===== config.mk =====
export PLATFORM = sky130hd
export DESIGN_NAME = fb_read_arbiter_flat
export DESIGN_NICKNAME = d
export VERILOG_FILES = /design/src/rtl/fb_read_arbiter_if.sv /design/src/rtl/fb_read_arbiter.sv /design/src/flat_wrapper.sv
export SDC_FILE = /design/constraint.sdc
export NUM_CORES = 1
export LEC_CHECK = 0
export ABC_CLOCK_PERIOD_IN_PS = 1600
export CORE_MARGIN = 2
export CORE_UTILIZATION = 29
export DETAILED_ROUTE_END_ITERATION = 8
export MAX_ROUTING_LAYER = met4
export PLACE_DENSITY = 0.77
export RECOVER_POWER = 100
export SYNTH_ARGS = -nofsm -noshare
export SYNTH_HDL_FRONTEND = slang
export SYNTH_SLANG_ARGS = --single-unit

===== constraint.sdc =====
create_clock -name aclk -period 1.6 [get_ports aclk]
set_input_delay 0.24 -clock aclk [delete_from_list [all_inputs] [get_ports aclk]]
set_output_delay 0.24 -clock aclk [all_outputs]
set_load 0.01 [all_outputs]

===== src/rtl/fb_read_arbiter_if.sv =====
// -----------------------------------------------------------------------------
// fb_read_arbiter_if
// Purpose : One read-only AXI-style channel pair (AR + R). It is used for both
//           arbiter requester ports and for the shared downstream port.
// Signals : arvalid/arready/araddr[31:0]/arprot[2:0]  read address channel
//           rvalid/rready/rdata[DATA_WIDTH-1:0]/rresp[1:0]  read data channel
// Modports: master - issues addresses and accepts data
//           slave  - accepts addresses and returns data
// -----------------------------------------------------------------------------
interface fb_read_arbiter_if #(
    parameter int DATA_WIDTH = 32
);
    logic                  arvalid;
    logic                  arready;
    logic [31:0]           araddr;
    logic [2:0]            arprot;
    logic                  rvalid;
    logic                  rready;
    logic [DATA_WIDTH-1:0] rdata;
    logic [1:0]            rresp;

    modport master (
        output arvalid, araddr, arprot, rready,
        input  arready, rvalid, rdata, rresp
    );

    modport slave (
        input  arvalid, araddr, arprot, rready,
        output arready, rvalid, rdata, rresp
    );
endinterface


===== src/rtl/fb_read_arbiter.sv =====
// -----------------------------------------------------------------------------
// fb_read_arbiter
// Purpose : Two-to-one read arbiter with a single outstanding transaction.
//           Port 0 (frame reader) has priority. Port 1 wins a contested
//           request once port 0 has been granted STARVE_LIMIT times in a row
//           while port 1 was waiting.
// Ports   : aclk    - clock, rising edge
//           areset  - asynchronous active-high reset
//           s0      - port 0 requester channel (slave side)
//           s1      - port 1 requester channel (slave side)
//           m       - shared downstream channel (master side)
//           grant   - one-hot owner of the current transaction, 0 when idle
// -----------------------------------------------------------------------------
module fb_read_arbiter #(
    parameter int DATA_WIDTH   = 32,
    parameter int STARVE_LIMIT = 8
) (
    input  logic                 aclk,
    input  logic                 areset,
    fb_read_arbiter_if.slave     s0,
    fb_read_arbiter_if.slave     s1,
    fb_read_arbiter_if.master    m,
    output logic [1:0]           grant
);

    localparam int CNT_W = $clog2(STARVE_LIMIT + 1);
    localparam logic [CNT_W-1:0] STARVE_MAX = CNT_W'(STARVE_LIMIT);

    typedef enum logic [1:0] {
        ST_IDLE = 2'd0,
        ST_ADDR = 2'd1,
        ST_DATA = 2'd2
    } state_t;

    state_t                state_r;
    state_t                state_nxt_s;
    logic [1:0]            grant_r;
    logic [1:0]            grant_nxt_s;
    logic                  m_arvalid_r;
    logic                  m_arvalid_nxt_s;
    logic [31:0]           m_araddr_r;
    logic [31:0]           m_araddr_nxt_s;
    logic [2:0]            m_arprot_r;
    logic [2:0]            m_arprot_nxt_s;
    logic [CNT_W-1:0]      starve_cnt_r;
    logic [CNT_W-1:0]      starve_cnt_nxt_s;

    logic                  pick0_s;
    logic                  pick1_s;

    logic                  s0_rvalid_s;
    logic [DATA_WIDTH-1:0] s0_rdata_s;
    logic [1:0]            s0_rresp_s;
    logic                  s1_rvalid_s;
    logic [DATA_WIDTH-1:0] s1_rdata_s;
    logic [1:0]            s1_rresp_s;
    logic                  m_rready_s;

    // Winner selection; only meaningful in IDLE, and suppressed while in reset
    // so that no arready can leak out during reset.
    always_comb begin
        pick0_s = 1'b0;
        pick1_s = 1'b0;
        if ((state_r == ST_IDLE) && !areset) begin
            if (s1.arvalid && (!s0.arvalid || (starve_cnt_r == STARVE_MAX))) begin
                pick1_s = 1'b1;
            end else if (s0.arvalid) begin
                pick0_s = 1'b1;
            end else begin
                pick0_s = 1'b0;
                pick1_s = 1'b0;
            end
        end else begin
            pick0_s = 1'b0;
            pick1_s = 1'b0;
        end
    end

    // Next-state and next-register values for the transaction FSM.
    always_comb begin
        state_nxt_s      = state_r;
        grant_nxt_s      = grant_r;
        m_arvalid_nxt_s  = m_arvalid_r;
        m_araddr_nxt_s   = m_araddr_r;
        m_arprot_nxt_s   = m_arprot_r;
        starve_cnt_nxt_s = starve_cnt_r;
        case (state_r)
            ST_IDLE: begin
                if (pick0_s) begin
                    state_nxt_s     = ST_ADDR;
                    grant_nxt_s     = 2'b01;
                    m_arvalid_nxt_s = 1'b1;
                    m_araddr_nxt_s  = s0.araddr;
                    m_arprot_nxt_s  = s0.arprot;
                end else if (pick1_s) begin
                    state_nxt_s     = ST_ADDR;
                    grant_nxt_s     = 2'b10;
                    m_arvalid_nxt_s = 1'b1;
                    m_araddr_nxt_s  = s1.araddr;
                    m_arprot_nxt_s  = s1.arprot;
                end else begin
                    state_nxt_s     = ST_IDLE;
                end
                // Starvation counter only moves on a grant: a port-0 win over a
                // waiting port 1 counts up (saturating), any port-1 win clears it.
                if (pick1_s) begin
                    starve_cnt_nxt_s = {CNT_W{1'b0}};
                end else if (pick0_s && s1.arvalid && (starve_cnt_r != STARVE_MAX)) begin
                    starve_cnt_nxt_s = starve_cnt_r + {{(CNT_W-1){1'b0}}, 1'b1};
                end else begin
                    starve_cnt_nxt_s = starve_cnt_r;
                end
            end
            ST_ADDR: begin
                if (m.arready) begin
                    state_nxt_s     = ST_DATA;
                    m_arvalid_nxt_s = 1'b0;
                end else begin
                    state_nxt_s     = ST_ADDR;
                end
            end
            ST_DATA: begin
                if (m.rvalid && m_rready_s) begin
                    state_nxt_s = ST_IDLE;
                    grant_nxt_s = 2'b00;
                end else begin
                    state_nxt_s = ST_DATA;
                end
            end
            default: begin
                state_nxt_s     = ST_IDLE;
                grant_nxt_s     = 2'b00;
                m_arvalid_nxt_s = 1'b0;
            end
        endcase
    end

    // State and address-channel registers, cleared asynchronously.
    always_ff @(posedge aclk or posedge areset) begin
        if (areset) begin
            state_r      <= ST_IDLE;
            grant_r      <= 2'b00;
            m_arvalid_r  <= 1'b0;
            m_araddr_r   <= 32'h0000_0000;
            m_arprot_r   <= 3'b000;
            starve_cnt_r <= {CNT_W{1'b0}};
        end else begin
            state_r      <= state_nxt_s;
            grant_r      <= grant_nxt_s;
            m_arvalid_r  <= m_arvalid_nxt_s;
            m_araddr_r   <= m_araddr_nxt_s;
            m_arprot_r   <= m_arprot_nxt_s;
            starve_cnt_r <= starve_cnt_nxt_s;
        end
    end

    // R-channel steering: only the owner sees downstream data, and only in
    // DATA. Anything arriving in IDLE/ADDR (or during reset, which forces
    // IDLE) is left unacknowledged and unforwarded.
    always_comb begin
        s0_rvalid_s = 1'b0;
        s0_rdata_s  = {DATA_WIDTH{1'b0}};
        s0_rresp_s  = 2'b00;
        s1_rvalid_s = 1'b0;
        s1_rdata_s  = {DATA_WIDTH{1'b0}};
        s1_rresp_s  = 2'b00;
        m_rready_s  = 1'b0;
        if (state_r == ST_DATA) begin
            if (grant_r[0]) begin
                s0_rvalid_s = m.rvalid;
                s0_rdata_s  = m.rdata;
                s0_rresp_s  = m.rresp;
                m_rready_s  = s0.rready;
            end else if (grant_r[1]) begin
                s1_rvalid_s = m.rvalid;
                s1_rdata_s  = m.rdata;
                s1_rresp_s  = m.rresp;
                m_rready_s  = s1.rready;
            end else begin
                m_rready_s  = 1'b0;
            end
        end else begin
            m_rready_s = 1'b0;
        end
    end

    assign s0.arready = pick0_s;
    assign s1.arready = pick1_s;
    assign s0.rvalid  = s0_rvalid_s;
    assign s0.rdata   = s0_rdata_s;
    assign s0.rresp   = s0_rresp_s;
    assign s1.rvalid  = s1_rvalid_s;
    assign s1.rdata   = s1_rdata_s;
    assign s1.rresp   = s1_rresp_s;
    assign m.arvalid  = m_arvalid_r;
    assign m.araddr   = m_araddr_r;
    assign m.arprot   = m_arprot_r;
    assign m.rready   = m_rready_s;
    assign grant      = grant_r;

endmodule


===== src/flat_wrapper.sv =====
// flat-port wrapper written by rule: the top's interface ports become plain ports
module fb_read_arbiter_flat 
#(
    parameter int DATA_WIDTH   = 32,
    parameter int STARVE_LIMIT = 8
)
  (aclk, areset, grant, s0_arvalid, s0_araddr, s0_arprot, s0_rready, s0_arready, s0_rvalid, s0_rdata, s0_rresp, s1_arvalid, s1_araddr, s1_arprot, s1_rready, s1_arready, s1_rvalid, s1_rdata, s1_rresp, m_arvalid, m_araddr, m_arprot, m_rready, m_arready, m_rvalid, m_rdata, m_rresp);
  fb_read_arbiter_if #(.DATA_WIDTH(DATA_WIDTH)) s0_i ();
  fb_read_arbiter_if #(.DATA_WIDTH(DATA_WIDTH)) s1_i ();
  fb_read_arbiter_if #(.DATA_WIDTH(DATA_WIDTH)) m_i ();
  input  logic aclk;
  input  logic areset;
  output logic [1:0] grant;
  input wire logic [$bits(s0_i.arvalid)-1:0] s0_arvalid;
  input wire logic [$bits(s0_i.araddr)-1:0] s0_araddr;
  input wire logic [$bits(s0_i.arprot)-1:0] s0_arprot;
  input wire logic [$bits(s0_i.rready)-1:0] s0_rready;
  output wire logic [$bits(s0_i.arready)-1:0] s0_arready;
  output wire logic [$bits(s0_i.rvalid)-1:0] s0_rvalid;
  output wire logic [$bits(s0_i.rdata)-1:0] s0_rdata;
  output wire logic [$bits(s0_i.rresp)-1:0] s0_rresp;
  input wire logic [$bits(s1_i.arvalid)-1:0] s1_arvalid;
  input wire logic [$bits(s1_i.araddr)-1:0] s1_araddr;
  input wire logic [$bits(s1_i.arprot)-1:0] s1_arprot;
  input wire logic [$bits(s1_i.rready)-1:0] s1_rready;
  output wire logic [$bits(s1_i.arready)-1:0] s1_arready;
  output wire logic [$bits(s1_i.rvalid)-1:0] s1_rvalid;
  output wire logic [$bits(s1_i.rdata)-1:0] s1_rdata;
  output wire logic [$bits(s1_i.rresp)-1:0] s1_rresp;
  output wire logic [$bits(m_i.arvalid)-1:0] m_arvalid;
  output wire logic [$bits(m_i.araddr)-1:0] m_araddr;
  output wire logic [$bits(m_i.arprot)-1:0] m_arprot;
  output wire logic [$bits(m_i.rready)-1:0] m_rready;
  input wire logic [$bits(m_i.arready)-1:0] m_arready;
  input wire logic [$bits(m_i.rvalid)-1:0] m_rvalid;
  input wire logic [$bits(m_i.rdata)-1:0] m_rdata;
  input wire logic [$bits(m_i.rresp)-1:0] m_rresp;
  assign s0_i.arvalid = s0_arvalid;
  assign s0_i.araddr = s0_araddr;
  assign s0_i.arprot = s0_arprot;
  assign s0_i.rready = s0_rready;
  assign s0_arready = s0_i.arready;
  assign s0_rvalid = s0_i.rvalid;
  assign s0_rdata = s0_i.rdata;
  assign s0_rresp = s0_i.rresp;
  assign s1_i.arvalid = s1_arvalid;
  assign s1_i.araddr = s1_araddr;
  assign s1_i.arprot = s1_arprot;
  assign s1_i.rready = s1_rready;
  assign s1_arready = s1_i.arready;
  assign s1_rvalid = s1_i.rvalid;
  assign s1_rdata = s1_i.rdata;
  assign s1_rresp = s1_i.rresp;
  assign m_arvalid = m_i.arvalid;
  assign m_araddr = m_i.araddr;
  assign m_arprot = m_i.arprot;
  assign m_rready = m_i.rready;
  assign m_i.arready = m_arready;
  assign m_i.rvalid = m_rvalid;
  assign m_i.rdata = m_rdata;
  assign m_i.rresp = m_rresp;
  fb_read_arbiter #(.DATA_WIDTH(DATA_WIDTH), .STARVE_LIMIT(STARVE_LIMIT)) u_core (.aclk(aclk), .areset(areset), .s0(s0_i), .s1(s1_i), .m(m_i), .grant(grant));
endmodule

==> impl_metrics.yaml, run 1 <==
grt:
  largest_net_degree_at_the_start_of_global_routing: 40
  overflow: 0
  grt_first_pass_wirelength_mm: 17.95
  global_route.usage.total_pct: 23.49
  first_global_vias: 3473
  grt_antenna_before_repair: 0
setup_path:
  worst-endpoint-required_ns: 1.36
  regToRegEndpoint: "u_core.starve_cnt_r[3]"
  reg2reg_slack_ns: -0.31
  critPathCapture: "s1_rdata[7]"
  worst-r2r-cell-count: 5
  cp_slowest_cell: "sky130_fd_sc_hd__dfrtp_1"
  arrival_ns: 1.71
  worstSetupStartpoint: "u_core.state_r[0]"
  cpPeakStageDelay_ns: 0.40
  cpLargestDelayFamily: "buffers and inverters"
  crit_fanout: 8
  path_cells: "buf_6 -> buf_6 -> nor2_4 -> buf_12 -> clkbuf_16 -> and3_1 -> buf_2"
  critical_path.most_common_cell: "sky130_fd_sc_hd__buf_6"
  r2r-start: "u_core.state_r[0]"
  cp.depth: 7
  criticalPathCategory: "reg2out"
  critical_path_buf_inv_count: 5
  startpoint_class: "register"
  timing.critical_path.to_type: "primary output"
clocking:
  clock_tree.buffer_depth: 2
  clkLatencyLatePin_ns: 0.29
  cts_hold_buf: 0
  cts-buffers-inserted: 5
  cts-root-buf: "sky130_fd_sc_hd__clkbuf_8"
  cts_tree: "built"
  clock-sinks: 44
  ctsHtreeMaxLevel: 2
  clkSlewWorstSetupHoldPaths_ns: 0.09
routing:
  detail_route.wl_per_cell_um: 21.23
  detail_route.vias_per_cell: 5.325
  route.detailed.drc: 0
  remaining_antenna_violation_count_after_routing: 0
  detail_route.iter0.violations: 139
  detailed_route_wl_mm: 13.65
  num_vias: 3424
  detailedRoute.firstPassIterationCount: 4
floorplan:
  placementRows: 34
  die_area_mm2: 0.009753
  ioPinCount: 223
  die_height_um: 98.76
  initial_core_util_pct: 29.86
  fp.coreArea_mm2: 0.008721
  die-width_um: 98.76
timing:
  max_slew_margin_pct: 56.38
  final.setup.tns_ns: -30.20
  worstMarginPinSlew_ns: 0.6542
  holdWs_ns: 0.5259
  grt_setup_unrepaired: "yes"
  finalHoldViolCount: 0
  setup_viol: 113
  final_period_minus_worst_setup_slack_ns: 1.949
  max_freq_mhz: 513.1
  drv_slew: 0
  timing.final.crit_share_pct: 121.8
  timing.clock.skew_ns: 0.004173
  final_critical_path_setup_slack_ns: -0.3488
final_layout:
  final_net_count: 648
  multi_input_area_mm2: 0.001654
  layout.filler_cells: 591
  regArea_mm2: 0.001102
  synthToLayoutAreaGrowth_pct: 138.5
  antenna_cells_inserted: 0
  layoutNonFillerInstCount: 643
  final_layout_size_suffix_gt1_share_pct: 42.80
logic_synthesis:
  ys_seq_elements: 44
  post_synth_inst_count: 260
  ys_warn_count: 0
  yosys.area_share.adder_pct: 0.9611
  synthesis.nets: 374
  syn-mean-instance-area_um2: 10.01
  number_of_enable_type_register_cells_in_the_synthesized_netlist: 0
  mappedNetlistArea_mm2: 0.002604
  post_synth_xor_area_fraction_pct: 0
  synthFlopType: "sky130_fd_sc_hd__dfrtp_1"
  synth_async_sr_flop_share_pct: 100.0
  synth_top_family_by_area: "compound AO/OA/AOI/OAI gates"
  synth.yosys.seq_area_share_pct: 42.29
  share_of_cell_area_taken_by_muxes_after_synthesis_pct: 0
  synth-compound-area-share_pct: 28.45
  ys_types: 37
  synth-simple-area-share_pct: 22.78
hold_path:
  min-delay-path-class: "reg2reg"
power:
  max-vdd-ir-drop_mv: 0.6547
  leakage_power_nw: 2.767
  report.power.total_mw: 8.096
  cellPowerDensity_mw_per_mm2: 1304
placement:
  detailedPlacementHpwl_mm: 7.735
  gp_congestion: 0.8838
  place.port_buffers: 222
  dp.cells: 597
status:
  violations_in_the_final_reports: "negative setup slack"
  run_status: "finished, violations left"
job:
  maxcap_violations: 0
-- synthesized netlist by cell type (all sizes together), types with 2 or more instances --
cell	number	share of area (%)
nand4	2	0.48
a21boi	35	10
nor2	4	0.58
dfrtp	44	42
buf	7	1.6
nand3	3	0.58
a221o	36	14
o21ai	4	0.77
nor2b	2	0.48
ha	2	0.96
and3	36	8.6
or4b	2	1.1
clkbuf	18	2.6
and2	35	8.4
nand2	3	0.43
inv	8	1.2
-- cell families after synthesis --
group / count (synthesis)
simple gates: 95
compound gates: 85
flops: 44
buf+inv: 34
fa+ha+maj: 2
-- how the worst min path moves through the flow --
stage	start	to	slack (ns)	depth (start not counted)
4_1_cts	areset	u_core.m.araddr[30]	0.46	4
5_1_grt	s0_araddr[0]	u_core.m.araddr[0]	0.55	2
6_report	u_core.m.arvalid	u_core.m.arvalid	0.53	2
2_1_floorplan	s1_araddr[12]	u_core.m.araddr[12]	0.39	1
3_5_place_dp	u_core.m.arvalid	u_core.m.arvalid	0.51	2
3_3_place_gp	u_core.m.arvalid	u_core.m.arvalid	0.50	2
-- per-stage QoR --
| step | area, µm² | util, % | worst slack, ns |
|---|---|---|---|
| after floorplan | 2621 | - | -0.09451 |
| after global placement | 5155 | 59.11 | -0.4976 |
| after detailed placement | 5155 | 59.11 | -0.5129 |
| after CTS | 5466 | 62.68 | -0.3013 |
| after global routing | 6210 | 71.21 | -0.4137 |
| final | 6210 | 71.21 | -0.3488 |
-- power by group --
group / internal, mW / leakage, nW / switching, mW
clock: 0.352 / 0.0445 / 0.396
sequential: 1.62 / 0.548 / 0.268
combinational: 3.22 / 2.18 / 2.24
-- cell usage in the layout (no fill, tap or decap), types with 3 or more instances in the layout --
master / Yosys / layout
sky130_fd_sc_hd__inv_1: 8 / 7
sky130_fd_sc_hd__and3_1: 36 / 4
sky130_fd_sc_hd__clkbuf_2: 0 / 3
sky130_fd_sc_hd__clkbuf_16: 0 / 7
sky130_fd_sc_hd__and2_1: 35 / 3
sky130_fd_sc_hd__buf_16: 0 / 3
sky130_fd_sc_hd__a221o_1: 36 / 36
sky130_fd_sc_hd__clkdlybuf4s50_1: 0 / 115
sky130_fd_sc_hd__and3_4: 0 / 32
sky130_fd_sc_hd__dlygate4sd3_1: 0 / 32
sky130_fd_sc_hd__buf_2: 4 / 7
sky130_fd_sc_hd__nand2_1: 3 / 3
sky130_fd_sc_hd__buf_6: 0 / 79
sky130_fd_sc_hd__and2_4: 0 / 32
sky130_fd_sc_hd__buf_4: 3 / 25
sky130_fd_sc_hd__clkbuf_1: 18 / 3
sky130_fd_sc_hd__dfrtp_1: 44 / 43
sky130_fd_sc_hd__buf_12: 0 / 9
sky130_fd_sc_hd__o21ai_1: 0 / 3
sky130_fd_sc_hd__buf_8: 0 / 5
sky130_fd_sc_hd__a21boi_0: 33 / 33
sky130_fd_sc_hd__clkbuf_8: 0 / 6
-- per-layer routing --
metal	routed length (µm)	track usage (%)	share of wire (%)	vias up
met1	5203	26.32	38	1680
met5	0	-	0	-
met4	467	6.322	3.4	0
met3	806	4.752	5.9	30
met2	7176	42.41	53	188
li1	-	-	-	1526
-- registers in the layout (all words and copies together) (netlist names) --
register             cells
u_core.m.araddr         32
u_core.state_r           2
u_core.grant             2
u_core.m.arprot          3
u_core.starve_cnt_r      4
u_core.m.arvalid         1
-- worst register-to-register path: cells and delay by family, from the launching register on --
kind / cells / cell delay [ns]
and+or+nand+nor: 2 / 1.04
buffers and inverters: 2 / 0.27
DFF: 1 / 0.40
AOI/OAI and AO/OA: 1 / 0.14
-- layout make-up --
cell class                      instances  area share, %
Timing Repair Buffer                  292          51.36
Sequential cell                        44          17.75
Clock inverter                          1         0.1209
Inverter                                9         0.5642
Multi-Input combinational cell        182          26.64
Tap cell                              108          2.176
Clock buffer                            7          1.390
-- repair_timing --
action | 4_1_cts | 5_1_grt
resized for setup | 349 | 136
cloned | 7 | 11
hold endpoints to repair | 0 | 0
setup endpoints to repair | 113 | 116
buffers inserted | 14 | 12
pin swaps | 7 | 28
No activity file was read; power rests on OpenSTA's default activity.
==> run 2: changes to the inputs <==
--- a/config.mk
+++ b/config.mk
@@ -6,12 +6,12 @@
 export NUM_CORES = 1
 export LEC_CHECK = 0
 export ABC_CLOCK_PERIOD_IN_PS = 1600
-export CORE_MARGIN = 2
+export CORE_MARGIN = 5
 export CORE_UTILIZATION = 29
 export DETAILED_ROUTE_END_ITERATION = 8
+export GPL_TIMING_DRIVEN = 0
 export MAX_ROUTING_LAYER = met4
 export PLACE_DENSITY = 0.77
-export RECOVER_POWER = 100
 export SYNTH_ARGS = -nofsm -noshare
 export SYNTH_HDL_FRONTEND = slang
 export SYNTH_SLANG_ARGS = --single-unit
==> run 2 against run 1 <==
Compared with the run above:
- the run still ends with negative setup slack left
- final area is 3.5% lower
- count of clock-buffer cells in the layout stayed put
- non-clock buffer count is 10 higher
- setup slack worse by 0.035 ns
- cell count is 1.6% higher
- critical path depth is 2 lower
- wire length is 3.2% lower
- die area is 13% higher
- largest cell class unchanged
- highest routed layer unchanged
==> impl_metrics.yaml, run 2 (same netlist as run 1, synthesis figures left out) <==
setup_path:
  regToRegEndpoint: "u_core.starve_cnt_r[3]"
  crit_fanout: 4
  reg2reg_slack_ns: -0.35
  critPathCapture: "s1_arready"
  startpoint_class: "register"
  worst-r2r-cell-count: 5
  r2r-start: "u_core.state_r[0]"
  worst-endpoint-required_ns: 1.36
  arrival_ns: 1.74
  worstSetupStartpoint: "u_core.state_r[0]"
  criticalPathCategory: "reg2out"
  timing.critical_path.to_type: "primary output"
timing:
  final_critical_path_setup_slack_ns: -0.3840
  drv_slew: 0
  max_freq_mhz: 504.0
  max_slew_margin_pct: 67.46
  final_period_minus_worst_setup_slack_ns: 1.984
  worstMarginPinSlew_ns: 0.4873
  timing.final.crit_share_pct: 124.0
  finalHoldViolCount: 0
  timing.clock.skew_ns: 0.004985
  grt_setup_unrepaired: "yes"
  setup_viol: 111
routing:
  num_vias: 3391
  detail_route.iter0.violations: 134
  detail_route.wl_per_cell_um: 20.24
  detail_route.vias_per_cell: 5.193
  remaining_antenna_violation_count_after_routing: 0
  detailed_route_wl_mm: 13.22
  route.detailed.drc: 0
  detailedRoute.firstPassIterationCount: 4
job:
  maxcap_violations: 0
final_layout:
  final_common_cell: "sky130_fd_sc_hd__clkdlybuf4s50_1"
  antenna_cells_inserted: 0
  most_frequent_cells_in_the_layout: "148 x sky130_fd_sc_hd__clkdlybuf4s50_1, 73 x sky130_fd_sc_hd__buf_6, 42 x sky130_fd_sc_hd__dfrtp_1"
  synthToLayoutAreaGrowth_pct: 130.1
  layout.filler_cells: 648
  layout.cell_area.non_filler_mm2: 0.005991
  final_layout_size_suffix_gt1_share_pct: 40.37
  final_net_count: 658
  number_of_flip_flops_under_the_largest_register_name: 32
clocking:
  cts_hold_buf: 0
  cts-root-buf: "sky130_fd_sc_hd__clkbuf_8"
  ctsHtreeMaxLevel: 2
  clkSlewWorstSetupHoldPaths_ns: 0.09
  clkLatencyLatePin_ns: 0.30
  clock-sinks: 44
  cts-buffers-inserted: 5
  cts_tree: "built"
  clock_tree.buffer_depth: 2
placement:
  gp_congestion: 0.8276
  post_dp_cell_area_mm2: 0.004989
  detailedPlacementHpwl_mm: 9.051
  place.port_buffers: 221
power:
  cellPowerDensity_mw_per_mm2: 1319
  leakage_power_nw: 2.755
  report.power.total_mw: 7.901
  max-vdd-ir-drop_mv: 0.7074
status:
  run_status: "finished, violations left"
  violations_in_the_final_reports: "negative setup slack"
floorplan:
  ioPinCount: 223
  die_area_mm2: 0.01097
  placementRows: 34
  die_height_um: 104.8
  fp.coreArea_mm2: 0.008721
  initial_core_util_pct: 29.86
  die-width_um: 104.8
grt:
  global_route.usage.total_pct: 22.75
  first_global_vias: 3622
  grt_first_pass_wirelength_mm: 19.83
  largest_net_degree_at_the_start_of_global_routing: 25
  overflow: 0
  grt_antenna_before_repair: 0
hold_path:
  min-delay-path-class: "in2reg"
==> run 2: cell types whose count changed in the layout (fill, tap and decap cells not counted), moves of 5 or more <==
cell,previous run,this run
sky130_fd_sc_hd__and2_1,3,13
sky130_fd_sc_hd__and2_4,32,22
sky130_fd_sc_hd__and3_1,4,18
sky130_fd_sc_hd__and3_4,32,18
sky130_fd_sc_hd__buf_12,9,4
sky130_fd_sc_hd__buf_2,7,30
sky130_fd_sc_hd__buf_6,79,73
sky130_fd_sc_hd__clkbuf_8,6,13
sky130_fd_sc_hd__clkdlybuf4s50_1,115,148
sky130_fd_sc_hd__dlygate4sd3_1,32,0
==> run 2: worst max-delay path: stages (launching register included) <==
cell and delay (ns):
sky130_fd_sc_hd__dfrtp_2 0.44, sky130_fd_sc_hd__buf_4 0.15, sky130_fd_sc_hd__or3_4 0.37, sky130_fd_sc_hd__a211oi_4 0.24
sky130_fd_sc_hd__buf_6 0.15, sky130_fd_sc_hd__buf_6 0.09
==> run 2: power by group <==
group / switching, mW / leakage [nW] / total (mW) / internal, mW
sequential: 0.304 / 0.546 / 1.93 / 1.63
combinational: 2.06 / 2.16 / 5.21 / 3.15
clock: 0.407 / 0.0445 / 0.759 / 0.352
total: 2.78 / 2.75 / 7.90 / 5.12
==> run 2: metal layers <==
layer | GRT usage [%] | routed length [µm] | vias to the layer above
met5 | - | 0 | -
met4 | 4.475 | 235 | 0
met3 | 5.857 | 975 | 20
met2 | 40.69 | 6935 | 174
met1 | 25.62 | 5071 | 1655
li1 | - | - | 1542
==> run 2: metrics by stage <==
stage               instances  setup WS, ns  TNS (ns)  utilization, %  hold slack (ns)
finish                    653       -0.3840    -29.66           68.69           0.3005
global route              653       -0.4531    -36.23           68.69           0.3101
CTS                       641       -0.3989    -27.45           64.59           0.2939
detailed placement        590        -1.117    -74.13           57.20           0.5027
global placement          589        -1.098   -104.72           56.97           0.4980
floorplan                 260      -0.09451   -0.7389               -           0.3851
==> run 2: layout make-up <==
class	instances	area, µm²	area share [%]
well taps	108	135.1	2.256
clock buffers	7	86.33	1.441
clock inverters	1	7.507	0.1253
repair buffers	277	2775	46.32
flip-flops and latches	44	1104	18.42
multi-input cells	182	1555	25.96
plain buffers	25	286.5	4.783
inverters	9	41.29	0.6892
==> run 2: timing repair <==
item | CTS | global route
endpoints found under the setup margin | 114 | 113
pin swaps | 25 | 12
resized for setup | 428 | 74
buffers inserted | 38 | 10
gates cloned | 5 | 3
==> run 2: worst min path at each step <==
stage | from | end | slack, ns | cells past startpoint
after floorplan | s1_araddr[12] | u_core.m.araddr[12] | 0.39 | 1
after global placement | u_core.m.arvalid | u_core.m.arvalid | 0.50 | 2
after detailed placement | u_core.m.arvalid | u_core.m.arvalid | 0.50 | 2
after CTS | s0_arvalid | u_core.starve_cnt_r[0] | 0.29 | 3
after global routing | s0_arvalid | u_core.starve_cnt_r[0] | 0.31 | 3
final | s0_arvalid | u_core.starve_cnt_r[1] | 0.30 | 3
